## config.mk

```make
export PLATFORM = sky130hd
export DESIGN_NAME = spi_cfg_sequencer
export DESIGN_NICKNAME = d
export VERILOG_FILES = /design/src/rtl/spi_cfg_sequencer.sv
export SDC_FILE = /design/constraint.sdc
export NUM_CORES = 1
export LEC_CHECK = 0
export CORE_AREA = 2 2 65 73
export CTS_BUF_LIST = sky130_fd_sc_hd__clkbuf_2 sky130_fd_sc_hd__clkbuf_4 sky130_fd_sc_hd__clkbuf_8
export DETAILED_ROUTE_END_ITERATION = 16
export DIE_AREA = 0 0 67 75
export PLACE_DENSITY = 0.76
export SETUP_SLACK_MARGIN = 0.5
export SYNTH_ARGS = -nofsm -noshare
export SYNTH_HDL_FRONTEND = slang
export SYNTH_SLANG_ARGS = --single-unit
```

## constraint.sdc

```tcl
create_clock -name clk -period 2.4 [get_ports clk]
set_input_delay 0.24 -clock clk [delete_from_list [all_inputs] [get_ports clk]]
set_output_delay 0.24 -clock clk [all_outputs]
set_load 0.1 [all_outputs]
```

## src/rtl/spi_cfg_sequencer.sv

```systemverilog
// spi_cfg_sequencer: serialises register writes as 16-bit SPI mode-0 frames.
// Optional power-up configuration burst enabled by macro SPI_CFG_AUTO_INIT_EN.
module spi_cfg_sequencer #(
    parameter int unsigned CLK_DIV   = 4,
    parameter int unsigned CS_GAP    = 4,
    parameter int unsigned MAX_ADDR  = 4,
    parameter logic [7:0]  INIT_DUTY = 8'h80
) (
    input  logic       clk,
    input  logic       rst,
    input  logic       req_valid,
    output logic       req_ready,
    input  logic [6:0] req_addr,
    input  logic [7:0] req_data,
    output logic       busy,
    output logic       done,
    output logic       err_addr,
    output logic [7:0] frame_count,
    output logic       spi_sclk,
    output logic       spi_copi,
    output logic       spi_cs
);
    localparam int unsigned CNT_MAX = (CLK_DIV > CS_GAP) ? CLK_DIV : CS_GAP;
    localparam int unsigned CNT_W   = $clog2(CNT_MAX + 1);
    localparam logic [CNT_W-1:0] DIV_LAST = CNT_W'(CLK_DIV - 1);
    localparam logic [CNT_W-1:0] GAP_LAST = CNT_W'(CS_GAP - 1);
    localparam logic [6:0] ADDR_MAX = 7'(MAX_ADDR);

    typedef enum logic [2:0] {
        S_IDLE, S_SETUP, S_HIGH, S_LOW, S_HOLD, S_GAP
    } state_t;

    state_t           r_state;
    logic [CNT_W-1:0] r_cnt;
    logic [4:0]       r_bit;
    logic [15:0]      r_shift;

    logic       w_init;
    logic       w_init_more;
    logic [2:0] w_init_idx;
    logic       w_ready_rst;
    logic [6:0] w_addr;
    logic [7:0] w_data;
    logic       w_take;
    logic       w_bad;
    logic       w_div_end;
    logic       w_gap_end;

`ifdef SPI_CFG_AUTO_INIT_EN
    logic       r_init;
    logic [2:0] r_init_idx;

    assign w_init      = r_init;
    assign w_init_idx  = r_init_idx;
    assign w_init_more = r_init && (r_init_idx != 3'd4);
    assign w_ready_rst = 1'b0;

    // Walk addresses 0..4 once per reset; each step advances on frame end.
    always_ff @(posedge clk) begin
        if (rst) begin
            r_init     <= 1'b1;
            r_init_idx <= 3'd0;
        end else if (r_state == S_GAP && w_gap_end && r_init) begin
            if (r_init_idx == 3'd4) begin
                r_init <= 1'b0;
            end else begin
                r_init_idx <= r_init_idx + 3'd1;
            end
        end
    end
`else
    assign w_init      = 1'b0;
    assign w_init_idx  = 3'd0;
    assign w_init_more = 1'b0;
    assign w_ready_rst = 1'b1;
`endif

    assign w_addr = w_init ? {4'd0, w_init_idx} : req_addr;
    assign w_data = w_init ? ((w_init_idx == 3'd4) ? INIT_DUTY : 8'h00)
                           : req_data;

    assign w_take    = (r_state == S_IDLE) &&
                       (w_init || (req_valid && req_ready));
    assign w_bad     = !w_init && (req_addr > ADDR_MAX);
    assign w_div_end = (r_cnt == DIV_LAST);
    assign w_gap_end = (r_cnt == GAP_LAST);

    always_ff @(posedge clk) begin
        if (rst) begin
            r_state     <= S_IDLE;
            r_cnt       <= '0;
            r_bit       <= 5'd0;
            r_shift     <= 16'h0000;
            req_ready   <= w_ready_rst;
            busy        <= 1'b0;
            done        <= 1'b0;
            err_addr    <= 1'b0;
            frame_count <= 8'h00;
            spi_sclk    <= 1'b0;
            spi_copi    <= 1'b0;
            spi_cs      <= 1'b1;
        end else begin
            done     <= 1'b0;
            err_addr <= 1'b0;
            unique case (r_state)
                S_IDLE: begin
                    if (w_take && w_bad) begin
                        err_addr <= 1'b1;
                    end else if (w_take) begin
                        r_shift   <= {1'b1, w_addr, w_data};
                        spi_copi  <= 1'b1;
                        spi_cs    <= 1'b0;
                        req_ready <= 1'b0;
                        busy      <= 1'b1;
                        r_cnt     <= '0;
                        r_bit     <= 5'd0;
                        r_state   <= S_SETUP;
                    end
                end
                S_SETUP, S_LOW: begin
                    if (w_div_end) begin
                        r_cnt    <= '0;
                        r_bit    <= r_bit + 5'd1;
                        spi_sclk <= 1'b1;
                        r_state  <= S_HIGH;
                    end else begin
                        r_cnt <= r_cnt + 1'b1;
                    end
                end
                // Data moves only on the falling edge, keeping COPI stable while SCLK is high.
                S_HIGH: begin
                    if (w_div_end) begin
                        r_cnt    <= '0;
                        spi_sclk <= 1'b0;
                        if (r_bit == 5'd16) begin
                            r_state <= S_HOLD;
                        end else begin
                            r_shift  <= {r_shift[14:0], 1'b0};
                            spi_copi <= r_shift[14];
                            r_state  <= S_LOW;
                        end
                    end else begin
                        r_cnt <= r_cnt + 1'b1;
                    end
                end
                S_HOLD: begin
                    if (w_div_end) begin
                        r_cnt    <= '0;
                        spi_cs   <= 1'b1;
                        spi_copi <= 1'b0;
                        r_state  <= S_GAP;
                    end else begin
                        r_cnt <= r_cnt + 1'b1;
                    end
                end
                S_GAP: begin
                    if (w_gap_end) begin
                        r_cnt       <= '0;
                        done        <= 1'b1;
                        busy        <= 1'b0;
                        frame_count <= frame_count + 8'd1;
                        req_ready   <= !w_init_more;
                        r_state     <= S_IDLE;
                    end else begin
                        r_cnt <= r_cnt + 1'b1;
                    end
                end
                default: r_state <= S_IDLE;
            endcase
        end
    end
endmodule

```

==> impl_metrics.ini, run 1 <==
[run_status]
status = finished clean

[global_route]
grt_max_degree = 43
grt_overflow = 0
grt_antenna_before_repair = 0
busiest_layer = met2
grtUsageMet3_pct = 4.63
use_met2_pct = 29.3
grt_pass1_wl_um = 6950
grt_pass1_vias = 1505
use_met1_pct = 23.0
track_usage_pct = 18.1

[timing]
fin_crit_sh_pct = 74.4
rsz0062_at_grt = true
maxSlewViolCount = 0
finalSetupViolations = 0
max_freq_ghz = 0.560
fin_ws_ps = 614
final.setup.tns_ps = 0
relSlewSlack_pct = 67.3
fin_skew_ps = 4.50
hold_viol = 0
worstMarginPinSlew_ps = 490
finalCriticalPeriod_ps = 1790
fin_hold_ws_ps = 483

[route]
vias_per_cell = 5.64
wl_per_cell_um = 14.1
wl_um = 4190
initialDrtViolationCount = 82
drcViolationCount = 0
firstDrtPassIters = 4
vias = 1682
antenna_left = 0

[cts]
cts_tree = done
path_clk_slew_ps = 70
cts_buffers = 5
postCtsSetupBuffers = 0
clock-sinks = 41
clkLatencyLatePin_ps = 290
holdBufCountCts = 0
htree_levels = 2
clockBufferDepth = 2
cts_root_buf = clkbuf_8

[critical_path]
worstSetupPathType = reg -> reg
cp-end-kind = flip-flop
critPathLaunchType = flip-flop
rr_worst_depth = 6
required_ps = 2600
worstPathArrival_ps = 1990
cp_max_fo = 16

[floorplan]
die_y_um = 75
die_area_um2 = 5030
die_w_um = 67
rows = 25
start_util_pct = 48.4
num_io_pins = 33
fp.coreArea_um2 = 4250

[synthesis]
synth_compound_area_share_pct = 17.2
ys_seq_elements = 41
synth_edf_count = 0
synthAdderAreaFrac_pct = 2.43
yosysUniqueCellTypes = 45
yosys_most_used_dff = dfxtp_1
yosysWarnings = 0
yosys.area_share.simple_pct = 24.5
yosys.area_share.xor_xnor_pct = 2.98
netlist_instances = 219
synth_nets = 241
synthMuxAreaShare_pct = 7.29
syn_area_um2 = 2060
synth_top_family_by_area = simple AND/OR/NAND/NOR gates
async_flop_share_pct = 0
avgSynthCellArea_um2 = 9.40
ys_seq_area_share_pct = 39.9

[placed_design]
io_buffers = 32
gp_congestion = 0.812
dp_hpwl_um = 2900
place_ws_ps = 358

[final_layout]
n_fill_cell = 398
most-common-layout-cells = dfxtp_1, nor3_1, buf_4
final_common_cell = dfxtp_1
insertedDiodeCount = 0
nets = 267
drive_gt1_share_pct = 20.5
area_growth_pct = 18.6

[pwr]
ir_worst_vdd_mv = 0.322
power_density_nw_per_um2 = 523
power.leakage_uw = 0.000944

[hold_path]
hold_path_depth = 1
hold_path.class = reg -> reg

[flow_run]
maxCapViolCount = 0
==> per-layer routing <==
metal | vias up | routed length, um
met5 | - | 0
met4 | 0 | 74
met3 | 8 | 190
met2 | 37 | 1930
met1 | 788 | 1990
li1 | 849 | -
==> power breakdown <==
group | internal, uW | switching, uW | total (uW)
Combinational | 67.3 | 93.7 | 161
Sequential | 695 | 16.5 | 711
Clock | 191 | 213 | 404
==> kinds of logic after synthesis <==
| logic type | Yosys count |
|---|---|
| adder cells (fa/ha/maj) | 4 |
| buffers and inverters | 22 |
| AO/OA/AOI/OAI | 46 |
| multiplexers | 15 |
| flip-flops | 41 |
| XOR/XNOR | 7 |
| AND/OR/NAND/NOR | 84 |
==> cell usage after synthesis (all sizes together) (2+ instances only) <==
cell,instances,area share [%]
a211o,3,1.3
a211oi,17,8.6
a21oi,14,3.4
a31o,2,0.85
a31oi,2,0.61
and2,2,0.61
and3,3,1.2
buf,9,3.4
clkbuf,8,1.5
dfxtp,41,40
ha,4,2.4
inv,5,0.91
mux2i,15,7.3
nand2,8,1.5
nand2b,3,0.91
nand3,5,1.2
nand3b,3,1.1
nand4,5,1.5
nand4bb,2,1.9
nor2,15,2.7
nor2b,2,0.61
nor3,24,6.3
nor3b,2,0.97
nor4,3,1.2
o21ai,5,1.2
xnor2,5,2.1
xor2,2,0.85
==> area by class of cell <==
type                            instances  area [um2]  area share, %
Timing Repair Buffer                   36         325           13.3
Clock inverter                          1        5.00          0.205
Clock buffer                            5        68.8           2.82
Inverter                                5        18.8          0.768
Sequential cell                        41         825           33.8
Multi-Input combinational cell        156        1130           46.4
Tap cell                               54        67.6           2.77
==> what timing repair did <==
item / 4_1_cts / 5_1_grt
hold endpoints to repair: 0 / 0
endpoints found under the setup margin: 2 / 16
resized for setup: 1 / 4
pin swaps: 0 / 1
==> critical path, stage by stage (launching register included) <==
cell      delay (ps)
dfxtp_1          330
ha_2             220
and2b_2          250
and3_4           260
or2_1            240
buf_4            210
a211oi_1         200
==> worst paths after layout <==
| kind | startpoint | to | slack [ps] |
|---|---|---|---|
| hold / removal | spi_cs | spi_cs | 480 |
| setup reg to reg | r_cnt[0] | r_shift[1] | 610 |
| setup / recovery | r_cnt[0] | r_shift[1] | 610 |
| hold reg to reg | spi_cs | spi_cs | 480 |
==> sequential cells by signal, summed over array words and instances, names as in the netlist <==
name,flops
r_cnt,3
done,1
busy,1
frame_count,8
err_addr,1
r_bit,5
req_ready,1
spi_copi,1
r_state,3
spi_cs,1
r_shift,15
spi_sclk,1
==> metrics by stage <==
| stage | total power [uW] | area [um2] | std cells | util, % |
|---|---|---|---|---|
| floorplan | 832 | 2060 | 219 | - |
| detailed placement | 886 | 2360 | 292 | 55.4 |
| global placement | 884 | 2360 | 292 | 55.4 |
| global route | 1340 | 2440 | 298 | 57.4 |
| finish | 1280 | 2440 | 298 | 57.4 |
| CTS | 1290 | 2430 | 298 | 57.1 |
No activity file was read; power rests on OpenSTA's default activity.
==> run 2: changes to the inputs <==
clock period = 1.8 ns   (was 2.4 ns; I/O delays follow)
==> impl_metrics.ini, run 2 (synthesized netlist as in run 1, its figures left out) <==
[critical_path]
cp_max_fo = 5
worstPathArrival_ps = 1800
critPathLaunchType = flip-flop
cp-end-kind = flip-flop
worstSetupPathType = reg -> reg
required_ps = 2020

[cts]
htree_levels = 2
cts_tree = done
cts_buffers = 5
holdBufCountCts = 0
clock-sinks = 41
clkLatencyLatePin_ps = 300
path_clk_slew_ps = 80
clockBufferDepth = 2
cts_root_buf = clkbuf_8

[pwr]
ir_worst_vdd_mv = 0.440
power.leakage_uw = 0.00125
power_density_nw_per_um2 = 644
p_total_uw = 1990

[placed_design]
place_ws_ps = -12.1
place_inst = 303
io_buffers = 32
dp_hpwl_um = 3120
gp_congestion = 0.775

[timing]
max_freq_ghz = 0.633
maxSlewViolCount = 0
worstMarginPinSlew_ps = 333
fin_ws_ps = 221
fin_crit_sh_pct = 87.7
relSlewSlack_pct = 77.7
fin_skew_ps = 5.25
fin_hold_ws_ps = 469
hold_viol = 0
finalCriticalPeriod_ps = 1580
finalSetupViolations = 0
rsz0062_at_grt = true

[run_status]
status = finished clean

[floorplan]
fp.coreArea_um2 = 4250
start_util_pct = 48.4
rows = 25
die_y_um = 75
num_io_pins = 33
die_area_um2 = 5030
die_w_um = 67

[final_layout]
nets = 300
final_cells = 333
area_growth_pct = 50.0
insertedDiodeCount = 0
most-common-layout-cells = buf_4, dfxtp_1, nor3_1
n_fill_cell = 308
top_register = r_shift
finish.utilization_pct = 72.6
final_common_cell = buf_4
largest_registers = r_shift (15), frame_count (8), r_bit (5)
largest_reg_flops = 15
drive_gt1_share_pct = 49.5

[route]
initialDrtViolationCount = 115
vias_per_cell = 5.74
drcViolationCount = 0
vias = 1910
wl_per_cell_um = 16.8
firstDrtPassIters = 4
wl_um = 5600
antenna_left = 0

[global_route]
track_usage_pct = 22.8
grt_max_degree = 43
grt_pass1_vias = 1887
grt_overflow = 0
grt_pass1_wl_um = 8640
grt_antenna_before_repair = 0

[flow_run]
maxCapViolCount = 0

[hold_path]
hold_path.class = in -> reg
-- run 2: report_power, final --
part	switching, uW	total (uW)	leakage (uW)	internal, uW
Clock	328	755	0.0000586	427
Combinational	163	298	0.000855	134
Sequential	22.2	936	0.000342	913
Total	514	1990	0.00125	1470
-- run 2: per-layer routing --
| metal | GRT usage (%) | vias to the layer above | routed length (um) |
|---|---|---|---|
| met5 | 0 | - | 0 |
| met4 | 10.4 | 0 | 139 |
| met3 | 4.04 | 13 | 245 |
| met2 | 40.7 | 57 | 2850 |
| met1 | 26.6 | 919 | 2360 |
| li1 | - | 921 | - |
-- run 2: path summary, 6_finish.rpt --
kind / slack [ps] / start / depth (start not counted) / end
max reg2reg: 220 / r_cnt[0] / 6 / r_shift[4]
min reg2reg: 480 / r_cnt[1] / 2 / r_cnt[1]
min: 470 / req_data[0] / 3 / r_shift[0]
max: 220 / r_cnt[0] / 6 / r_shift[4]
-- run 2: final cells by class --
class / instances / area [um2] / share of cell area, %
multi-input combinational: 156 / 1380 / 44.6
clock buffer: 6 / 76.3 / 2.47
sequential: 41 / 868 / 28.1
timing repair buffer: 69 / 644 / 20.9
clock inverter: 2 / 35.0 / 1.13
inverter: 5 / 18.8 / 0.608
tap: 54 / 67.6 / 2.19
-- run 2: timing repair --
item	CTS	global route
pin swaps	29	11
gates resized for setup	50	15
endpoints found under the setup margin	39	39
cloned	1	0
setup buffers	15	6
-- run 2: per-stage QoR --
stage	instance area [um2]	TNS [ps]
after floorplan	2230	0
after global placement	2560	-16.9
after detailed placement	2560	-12.1
after CTS	2970	0
after global routing	3090	0
final	3090	0
-- run 2: worst max-delay path: stages (launching register included) --
cell      delay, ps
dfxtp_2         350
ha_4            180
and2b_2         220
and3_4          190
or2_4           260
buf_6           140
a211oi_2        170
==> run 3: changes to the inputs <==
CAP_MARGIN = 20   (was default)
==> results of run 3 <==
Final layout, timing and power as in run 2 (identical DEF).
